==> config.mk <==
export PLATFORM = sky130hd
export DESIGN_NAME = inst_fetch_unit_flat
export DESIGN_NICKNAME = d
export VERILOG_FILES = /design/src/rtl/inst_fetch_unit_if.sv /design/src/rtl/inst_fetch_unit.sv /design/src/flat_wrapper.sv
export SDC_FILE = /design/constraint.sdc
export NUM_CORES = 1
export LEC_CHECK = 0
export ABC_AREA = 1
export CORE_UTILIZATION = 41
export CTS_CLUSTER_SIZE = 25
export DETAILED_ROUTE_END_ITERATION = 8
export PLACE_DENSITY_LB_ADDON = 0.3
export SETUP_SLACK_MARGIN = 0.02
export SYNTH_ARGS = -nofsm -noshare
export SYNTH_HDL_FRONTEND = slang
export SYNTH_SLANG_ARGS = --single-unit
==> constraint.sdc <==
create_clock -name clk -period 1.55 [get_ports clk]
set_input_delay 0.2325 -clock clk [delete_from_list [all_inputs] [get_ports clk]]
set_output_delay 0.2325 -clock clk [all_outputs]
set_load 0.05 [all_outputs]
==> src/rtl/inst_fetch_unit_if.sv <==
// Bundles the instruction-memory, redirect and decode-side signals of the fetch stage.
// The master modport is the fetch unit; the slave modport is the memory/decode environment.
interface inst_fetch_unit_if #(
  parameter int PC_WIDTH = 32
);
  logic                imem_req;
  logic [PC_WIDTH-1:0] imem_addr;
  logic                imem_gnt;
  logic                imem_rvalid;
  logic [31:0]         imem_rdata;
  logic                redirect;
  logic [PC_WIDTH-1:0] redirect_pc;
  logic                id_valid;
  logic                id_ready;
  logic [31:0]         id_instr;
  logic [PC_WIDTH-1:0] id_pc;
  logic [PC_WIDTH-1:0] id_pc_plus4;
  logic [5:0]          id_op;
  logic [5:0]          id_funct;

  modport master (
    output imem_req, imem_addr,
    input  imem_gnt, imem_rvalid, imem_rdata,
    input  redirect, redirect_pc,
    output id_valid,
    input  id_ready,
    output id_instr, id_pc, id_pc_plus4, id_op, id_funct
  );

  modport slave (
    input  imem_req, imem_addr,
    output imem_gnt, imem_rvalid, imem_rdata,
    output redirect, redirect_pc,
    input  id_valid,
    output id_ready,
    input  id_instr, id_pc, id_pc_plus4, id_op, id_funct
  );
endinterface

==> src/rtl/inst_fetch_unit.sv <==
// Instruction fetch stage: one outstanding imem read, registered instruction to decode,
// redirect from later stages with squashing of the in-flight response.
module inst_fetch_unit #(
  parameter int                  PC_WIDTH = 32,
  parameter logic [PC_WIDTH-1:0] RESET_PC = '0,
  parameter int                  PC_STEP  = 4
) (
  input logic               clk,
  input logic               rst_n,
  inst_fetch_unit_if.master bus
);

  typedef enum logic [1:0] {
    S_IDLE,
    S_FETCH,
    S_WAIT,
    S_HOLD
  } state_e;

  state_e              state_q, state_d;
  logic [PC_WIDTH-1:0] pc_q, pc_d;
  logic                squash_q, squash_d;
  logic                id_valid_q, id_valid_d;
  logic [31:0]         id_instr_q, id_instr_d;
  logic [PC_WIDTH-1:0] id_pc_q, id_pc_d;
  logic [PC_WIDTH-1:0] id_pc_plus4_q, id_pc_plus4_d;
  logic [PC_WIDTH-1:0] pc_next_seq;

  assign pc_next_seq = pc_q + PC_WIDTH'(PC_STEP);

  // NOTE: every _d gets its hold value first so no path through the case leaves one unassigned (no latches).
  always_comb begin
    state_d       = state_q;
    pc_d          = pc_q;
    squash_d      = squash_q;
    id_valid_d    = id_valid_q;
    id_instr_d    = id_instr_q;
    id_pc_d       = id_pc_q;
    id_pc_plus4_d = id_pc_plus4_q;

    unique case (state_q)
      S_IDLE: begin
        state_d = S_FETCH;
        if (bus.redirect) pc_d = bus.redirect_pc;
      end

      S_FETCH: begin
        if (bus.imem_gnt) state_d = S_WAIT;
        // The granted read targets the old PC, so a coincident redirect must squash it.
        if (bus.redirect) begin
          pc_d = bus.redirect_pc;
          if (bus.imem_gnt) squash_d = 1'b1;
        end
      end

      S_WAIT: begin
        if (bus.redirect) begin
          pc_d = bus.redirect_pc;
          if (bus.imem_rvalid) begin
            squash_d = 1'b0;
            state_d  = S_FETCH;
          end else begin
            squash_d = 1'b1;
          end
        end else if (bus.imem_rvalid) begin
          if (squash_q) begin
            squash_d = 1'b0;
            state_d  = S_FETCH;
          end else begin
            id_instr_d    = bus.imem_rdata;
            id_pc_d       = pc_q;
            id_pc_plus4_d = pc_next_seq;
            id_valid_d    = 1'b1;
            state_d       = S_HOLD;
          end
        end
      end

      S_HOLD: begin
        // A redirect alongside id_ready still completes the handshake; only the next PC differs.
        if (bus.redirect) begin
          pc_d       = bus.redirect_pc;
          id_valid_d = 1'b0;
          state_d    = S_FETCH;
        end else if (bus.id_ready) begin
          pc_d       = pc_next_seq;
          id_valid_d = 1'b0;
          state_d    = S_FETCH;
        end
      end

      default: state_d = S_IDLE;
    endcase
  end

  // NOTE: state registers use non-blocking assignments so all flops update together on the edge.
  always_ff @(posedge clk) begin
    if (!rst_n) begin
      state_q       <= S_IDLE;
      pc_q          <= RESET_PC;
      squash_q      <= 1'b0;
      id_valid_q    <= 1'b0;
      id_instr_q    <= '0;
      id_pc_q       <= '0;
      id_pc_plus4_q <= '0;
    end else begin
      state_q       <= state_d;
      pc_q          <= pc_d;
      squash_q      <= squash_d;
      id_valid_q    <= id_valid_d;
      id_instr_q    <= id_instr_d;
      id_pc_q       <= id_pc_d;
      id_pc_plus4_q <= id_pc_plus4_d;
    end
  end

  assign bus.imem_req    = (state_q == S_FETCH);
  assign bus.imem_addr   = pc_q;
  assign bus.id_valid    = id_valid_q;
  assign bus.id_instr    = id_instr_q;
  assign bus.id_pc       = id_pc_q;
  assign bus.id_pc_plus4 = id_pc_plus4_q;
  assign bus.id_op       = id_instr_q[31:26];
  assign bus.id_funct    = id_instr_q[5:0];

endmodule

==> src/flat_wrapper.sv <==
// flat-port wrapper written by rule: the top's interface ports become plain ports
module inst_fetch_unit_flat 
#(
  parameter int                  PC_WIDTH = 32,
  parameter logic [PC_WIDTH-1:0] RESET_PC = '0,
  parameter int                  PC_STEP  = 4
)
  (clk, rst_n, bus_imem_req, bus_imem_addr, bus_imem_gnt, bus_imem_rvalid, bus_imem_rdata, bus_redirect, bus_redirect_pc, bus_id_valid, bus_id_ready, bus_id_instr, bus_id_pc, bus_id_pc_plus4, bus_id_op, bus_id_funct);
  inst_fetch_unit_if #(.PC_WIDTH(PC_WIDTH)) bus_i ();
  input logic clk;
  input logic rst_n;
  output wire logic [$bits(bus_i.imem_req)-1:0] bus_imem_req;
  output wire logic [$bits(bus_i.imem_addr)-1:0] bus_imem_addr;
  input wire logic [$bits(bus_i.imem_gnt)-1:0] bus_imem_gnt;
  input wire logic [$bits(bus_i.imem_rvalid)-1:0] bus_imem_rvalid;
  input wire logic [$bits(bus_i.imem_rdata)-1:0] bus_imem_rdata;
  input wire logic [$bits(bus_i.redirect)-1:0] bus_redirect;
  input wire logic [$bits(bus_i.redirect_pc)-1:0] bus_redirect_pc;
  output wire logic [$bits(bus_i.id_valid)-1:0] bus_id_valid;
  input wire logic [$bits(bus_i.id_ready)-1:0] bus_id_ready;
  output wire logic [$bits(bus_i.id_instr)-1:0] bus_id_instr;
  output wire logic [$bits(bus_i.id_pc)-1:0] bus_id_pc;
  output wire logic [$bits(bus_i.id_pc_plus4)-1:0] bus_id_pc_plus4;
  output wire logic [$bits(bus_i.id_op)-1:0] bus_id_op;
  output wire logic [$bits(bus_i.id_funct)-1:0] bus_id_funct;
  assign bus_imem_req = bus_i.imem_req;
  assign bus_imem_addr = bus_i.imem_addr;
  assign bus_i.imem_gnt = bus_imem_gnt;
  assign bus_i.imem_rvalid = bus_imem_rvalid;
  assign bus_i.imem_rdata = bus_imem_rdata;
  assign bus_i.redirect = bus_redirect;
  assign bus_i.redirect_pc = bus_redirect_pc;
  assign bus_id_valid = bus_i.id_valid;
  assign bus_i.id_ready = bus_id_ready;
  assign bus_id_instr = bus_i.id_instr;
  assign bus_id_pc = bus_i.id_pc;
  assign bus_id_pc_plus4 = bus_i.id_pc_plus4;
  assign bus_id_op = bus_i.id_op;
  assign bus_id_funct = bus_i.id_funct;
  inst_fetch_unit #(.PC_WIDTH(PC_WIDTH), .RESET_PC(RESET_PC), .PC_STEP(PC_STEP)) u_core (.clk(clk), .rst_n(rst_n), .bus(bus_i));
endmodule
==> results of run 1 <==
cells in the final DEF (no fill, tap or decap), types with 3 or more instances in the layout:
master	instances
a21o_1	3
a21oi_1	57
a21oi_2	15
and2_1	3
buf_12	27
buf_4	167
buf_6	5
clkbuf_16	24
clkdlybuf4s50_1	68
clkinv_2	8
dfxtp_1	103
dfxtp_2	24
dfxtp_4	3
inv_1	48
inv_2	4
nand2_1	101
nand2_2	14
nand2_4	4
nand3_1	12
nand3b_1	5
nor2_1	185
nor2_2	15
nor2_4	10
o21ai_0	58
o21ai_1	51
o21ai_2	21
xor2_1	9
xor2_2	3
cell type report:
class                           count  area, µm²  share of cell area
Multi-Input combinational cell    583       3060               0.325
Sequential cell                   130       2640               0.281
Clock inverter                     11       63.8             0.00678
Clock buffer                       21        460              0.0489
Tap cell                          180        225              0.0239
Timing Repair Buffer              277       2740               0.291
Inverter                           55        224              0.0238
routing by layer:
| layer | global-route usage | vias up |
|---|---|---|
| met5 | 0 | - |
| met4 | 0.0755 | 0 |
| met3 | 0.0665 | 24 |
| met2 | 0.410 | 245 |
| met1 | 0.294 | 2913 |
| li1 | - | 3129 |
worst min-delay path: stages:
cell	delay [ps]
buf_2	190
o21ai_0	100
a21oi_1	40
state kept, by name (all words and copies together) (netlist names):
register                flops
u_core.squash_q             1
u_core.bus.imem_addr       32
u_core.state_q              2
u_core.bus.id_pc           32
u_core.bus.id_valid         1
u_core.bus.id_pc_plus4     30
u_core.bus.id_instr        32
kinds of logic (layout without fill, tap and decap cells):
group / Yosys count / after routing / share of synthesized area
flops: 130 / 130 / 0.440
compound gates: 209 / 209 / 0.179
xor+xnor: 15 / 15 / 0.0235
buf+inv: 116 / 364 / 0.0918
simple gates: 354 / 354 / 0.255
fa+ha+maj: 5 / 5 / 0.0106
metrics by stage:
| stage | std cells | power, W | instance area [µm²] | utilization |
|---|---|---|---|---|
| after global routing | 1257 | 0.0103 | 9410 | 0.673 |
| after CTS | 1244 | 0.00976 | 8900 | 0.636 |
| after floorplan | 829 | 0.00519 | 5970 | - |
| after global placement | 1213 | 0.00618 | 8320 | 0.595 |
| final | 1257 | 0.00994 | 9410 | 0.673 |
| after detailed placement | 1213 | 0.00620 | 8320 | 0.595 |
timing repair:
| action | in CTS | in global routing |
|---|---|---|
| buffers inserted | 0 | 3 |
| resized for setup | 47 | 115 |
| pin swaps | 3 | 14 |
| cloned | 0 | 10 |
| setup endpoints to repair | 101 | 129 |
path summary, 6_finish.rpt:
| path | start | end | slack [ps] | cells after the start |
|---|---|---|---|---|
| hold / removal | rst_n | u_core.bus.imem_addr[7]$_SDFFE_PN0P_ | 190 | 3 |
| hold reg to reg | u_core.bus.id_pc[2]$_SDFFE_PN0P_ | u_core.bus.id_pc[2]$_SDFFE_PN0P_ | 470 | 2 |
| setup reg to reg | u_core.state_q[0]$_SDFFE_PN0P_ | u_core.bus.id_pc_plus4[15]$_SDFFE_PN0P_ | 10 | 9 |
| setup / recovery | u_core.state_q[0]$_SDFFE_PN0P_ | u_core.bus.id_pc_plus4[15]$_SDFFE_PN0P_ | 10 | 9 |
power breakdown:
| group | internal (W) | switching [W] |
|---|---|---|
| combinational | 0.00104 | 0.00156 |
| sequential | 0.00357 | 0.000203 |
| clock | 0.00210 | 0.00148 |
| total | 0.00671 | 0.00324 |
==> metrics.md, run 1 <==
| Metric | Value |
|---|---|
| Status | `finished, final reports clean` |
| Hold-fix buffers at CTS | `0` |
| Hold crit path type | `input port to flop` |
| Setup crit end kind | `flop` |
| Largest net degree at the start of global routing | `48` |
| Critical Path RT | `roughly 1900 ps` |
| Worst-Skew Late Latency | `430 ps` |
| Dominant cell type by area after synthesis | `dfxtp_1` |
| Final WS setup | `11.6 ps` |
| Remaining DRCs | `0` |
| Slew Limit Fails | `0` |
| Syn Inst Count | `829` |
| Worst slew margin | `0.754` |
| Max Cap Violations | `0` |
| Async set-reset flop share out of synthesis | `0` |
| Post-synth cell types | `33` |
| Die ar. | `14900 µm²` |
| Dpl ws | `-239 ps` |
| Worst path bufs/invs | `5` |
| Avg Inst Size Synth | `7.14 µm²` |
| Synth Cell Area | `5920 µm²` |
| Post-synth top flop | `dfxtp_1` |
| Synth warnings | `0` |
| Final setup vio count | `0` |
| Fmax | `0.650 GHz` |
| Sequential element share of the synthesized area | `0.440` |
| CTS Buf Count | `17` |
| Hold_ws | `approximately 190 ps` |
| CTS root buf | `clkbuf_16` |
| Post-DP HPWL | `13100 µm` |
| Layout cell share with drive strength beyond 1 | `0.340` |
| Cell repeated most along the worst path | `inv_2` |
| Data arrival, critical path | `1860 ps` |
| Initial Util | `0.423` |
| Via density | `~5` |
| Setup CP Type | `flop to flop` |
| Critical Path Fanout Max | `14` |
| Critical Path, Cell by Cell | `inv_2 > ha_2 > inv_2 > nor3_4 > nand2_4 > buf_8 > buf_12 > o21ai_1 > inv_1` |
| Peak VDD IR | `approximately 0.00081 V` |
| Worst slew pin tran | `369 ps` |
| Hold Vio Cnt, Final | `0` |
| Num rows | `43` |
| Count leader, synth | `nor2_1` |
| Cell Pwr Density | `about 1100 nW/µm²` |
| Synthesized Nets | `between 900 and 1000` |
| Vias in the first global route | `between 5000 and 6000` |
| Antenna Violating Nets Remaining | `0` |
| Die Y | `122 µm` |
| Layout area overhead | `59.1%` |
| Setup TNS | `0 ps` |
| Met1 wire length | `8420 µm` |
| Worst-path clk slew | `60 ps` |
| Number of flops mapped to enable cells by yosys | `0` |
| Synth area leaders | `dfxtp_1, nor2_1, o21ai_0, nand2_1, a21oi_1` |
| Max stage delay on crit path | `between 300 and 400 ps` |
| Startpoint types | `flop` |
| H-tree levels | `4` |
| Iter 0 DRT Violations | `347` |
| Sink Count | `130` |
| Die width | `approximately 120 µm` |
| Antenna violations before repair | `0` |
| Core area | `14000 µm²` |
| Clk_skew | `12.5 ps` |
| Antenna Cells | `0` |
| Routed Wire Length | `around 20000 µm` |
| I/O Pins | `212` |
| Final RePlAce weighted congestion | `0.887` |
| Crit path max-delay family | `buffers and inverters` |
| Vias after detailed routing | `6311` |
| Fill cell count | `1190` |
| Min cycle time layout | `1540 ps` |
| Top Metal Used | `met4` |
| Total congestion overflow | `0` |
| Met2 WL post-DR | `9630 µm` |
| Port Buf Inserts | `211` |
| Synth top cells by count | `nor2_1, dfxtp_1, o21ai_0` |
| Final worst-path cycle share | `0.993` |
| GRT Total Usage | `0.241` |
| CTS max path bufs | `2` |
| First-pass GRT wire length | `27600 µm` |
| Yosys top cell area share | `0.440` |
| Drt wl/cell | `15.7 µm` |
| TritonCTS clock tree | `built` |
| DRT Pass-1 Iters | `4` |
| Routed wl met3 | `1400 µm` |
| Crit path max-delay cell type | `dfxtp_2` |
| Fin nets | `1139` |
| Register bit total from synthesis | `130` |
| P_leak | `roughly 4.2 nW` |
| RSZ-0062 raised after global routing | `yes` |
Power figures use the tool's default switching activity.
==> run 2, diff against run 1 <==
--- a/config.mk
+++ b/config.mk
@@ -6,6 +6,7 @@
 export NUM_CORES = 1
 export LEC_CHECK = 0
 export ABC_AREA = 1
+export CAP_MARGIN = 0
 export CORE_UTILIZATION = 41
 export CTS_CLUSTER_SIZE = 25
 export DETAILED_ROUTE_END_ITERATION = 8
==> constraint.sdc (replaced) <==
create_clock -name clk -period 1.55 [get_ports clk]
set_input_delay 0.465 -clock clk [delete_from_list [all_inputs] [get_ports clk]]
set_output_delay 0.465 -clock clk [all_outputs]
set_load 0.05 [all_outputs]
==> run 2 against run 1 <==
Compared with the run above: largest power group is now the clock network; design area up 28%; non-clock buffer count grew 26; wire length grew 41%; die area is the same; worst hold slack better by 330 ps; the flow now finishes with violations (setup timing); critical path depth is 1 higher.
==> metrics.md, run 2 (same netlist as run 1, synthesis figures left out) <==
| Metric | Value |
|---|---|
| Status | `finished, violations left` |
| Sink Count | `130 (unchanged)` |
| Vias in the first global route | `6673 (+21%)` |
| Final RePlAce weighted congestion | `0.875 (-1.3%)` |
| Met1 wire length | `9820 µm (+17%)` |
| Vias after detailed routing | `7364 (+17%)` |
| I/O Pins | `212 (unchanged)` |
| GRT Total Usage | `0.320 (+0.0789)` |
| Final setup vio count | `127 (+127)` |
| Setup CP Type | `flop to flop` |
| Worst slew margin | `0.753 (about the same)` |
| P_leak | `4.89 nW (+17%)` |
| Core area | `14000 µm² (unchanged)` |
| CTS max path bufs | `2 (unchanged)` |
| Power Total | `0.0117 W (+17%)` |
| Data arrival, critical path | `2160 ps (+300 ps)` |
| Dpl ws | `-470 ps (-231 ps)` |
| Critical Path Fanout Max | `4 (-10)` |
| Routed Wire Length | `27800 µm (+41%)` |
| Layout cell share with drive strength beyond 1 | `0.447 (+0.107)` |
| Remaining DRCs | `0 (unchanged)` |
| Fmax | `0.546 GHz (-16%)` |
| Antenna violations before repair | `1 (+1)` |
| Die ar. | `14900 µm² (unchanged)` |
| Setup crit end kind | `flop` |
| Top Metal Used | `met4` |
| Initial Util | `0.423 (unchanged)` |
| Die Y | `122 µm (unchanged)` |
| Hold Vio Cnt, Final | `0 (unchanged)` |
| Num rows | `43 (unchanged)` |
| Via density | `5.74 (+14%)` |
| Routed wl met3 | `2690 µm (+92%)` |
| Worst-path clk slew | `60 ps (about the same)` |
| Largest net degree at the start of global routing | `53 (+10%)` |
| Slew Limit Fails | `0 (unchanged)` |
| Critical Path RT | `1880 ps (about the same)` |
| Antenna Violating Nets Remaining | `0 (unchanged)` |
| Worst slew pin tran | `370 ps (+0.521 ps)` |
| Min cycle time layout | `1830 ps (+295 ps)` |
| Layout area overhead | `103%` |
| Drt wl/cell | `21.7 µm (+38%)` |
| Max Cap Violations | `0 (unchanged)` |
| Total congestion overflow | `0 (unchanged)` |
| Iter 0 DRT Violations | `763 (+120%)` |
| Post-DP HPWL | `14300 µm (+9.0%)` |
| Cell Pwr Density | `969 nW/µm² (-8.2%)` |
| Most frequent cells in the layout | `buf_12, nor2_1, nand2_1, dfxtp_1, clkdlybuf4s50_1` |
| Peak VDD IR | `0.000853 V (+5.6%)` |
| First-pass GRT wire length | `36100 µm (+31%)` |
| Port Buf Inserts | `211 (unchanged)` |
| Failing checks | `setup timing` |
| DRT Pass-1 Iters | `8 (+4)` |
| Worst-Skew Late Latency | `430 ps (about the same)` |
| CTS root buf | `clkbuf_16` |
| Hold_ws | `519 ps (+332 ps)` |
| Fin nets | `1165 (+2.3%)` |
| Layout Utilization | `0.860 (+0.187)` |
| TritonCTS clock tree | `built` |
| Commonest non-fill, non-tap cell in the layout | `buf_12` |
| Final WS setup | `-283 ps (-295 ps)` |
| H-tree levels | `4 (unchanged)` |
| Met2 WL post-DR | `13400 µm (+40%)` |
| RSZ-0062 raised after global routing | `yes` |
| Hold crit path type | `flop to flop` |
| Final worst-path cycle share | `1.18 (+0.190)` |
| Die width | `122 µm (unchanged)` |
| CTS Buf Count | `17 (unchanged)` |
| Clk_skew | `8.06 ps (-4.40 ps)` |
| Startpoint types | `flop` |
==> run 2: cell type report <==
type | count | area [µm²]
timing repair buffer | 303 | 4730
clock inverter | 8 | 95.1
fill | 613 | 1960
clock buffer | 24 | 533
tap | 180 | 225
sequential | 130 | 2680
inverter | 55 | 226
multi-input combinational | 583 | 3540
antenna | 1 | 2.50
==> run 2: worst paths after layout <==
path	depth (start not counted)	startpoint	to	slack [ps]
min	2	u_core.bus.id_pc[2]$_SDFFE_PN0P_	u_core.bus.id_pc[2]$_SDFFE_PN0P_	520
max	10	u_core.bus.imem_addr[6]$_SDFFE_PN0P_	u_core.bus.id_pc_plus4[30]$_SDFFE_PN0P_	-280
min reg2reg	2	u_core.bus.id_pc[2]$_SDFFE_PN0P_	u_core.bus.id_pc[2]$_SDFFE_PN0P_	520
max reg2reg	10	u_core.bus.imem_addr[6]$_SDFFE_PN0P_	u_core.bus.id_pc_plus4[30]$_SDFFE_PN0P_	-280
==> run 2: per-layer routing <==
layer  vias up  global-route usage
li1       3171                   -
met1      3455               0.373
met2       571               0.524
met3       167              0.0936
met4         0               0.181
met5         -                   0
==> run 2: power breakdown <==
part           switching (W)  internal [W]
clock network        0.00155       0.00271
logic                0.00186       0.00164
registers           0.000318       0.00357
total                0.00373       0.00793
==> run 2: critical path, stage by stage, from the launching register on <==
cell     delay, ps
dfxtp_4        370
nand2_1        100
nor2_2         290
nand2_4        170
buf_4          180
nor2_4         140
nand2_1         90
nand2_1         80
nand2_1         80
o21ai_1        150
inv_1           70
==> run 2: timing repair <==
| item | CTS | global route |
|---|---|---|
| resized for setup | 190 | 184 |
| setup buffers | 13 | 17 |
| pin swaps | 6 | 44 |
| hold buffers | 0 | 0 |
| gates cloned | 9 | 4 |
| endpoints found under the setup margin | 105 | 164 |
==> run 2: stage by stage <==
stage	cell area, µm²	std cells	TNS, ps
floorplan	5970	829	0
global placement	9940	1215	-48070
detailed placement	9940	1215	-50850
CTS	11300	1268	-3780
global route	12000	1284	-23640
finish	12000	1284	-16810
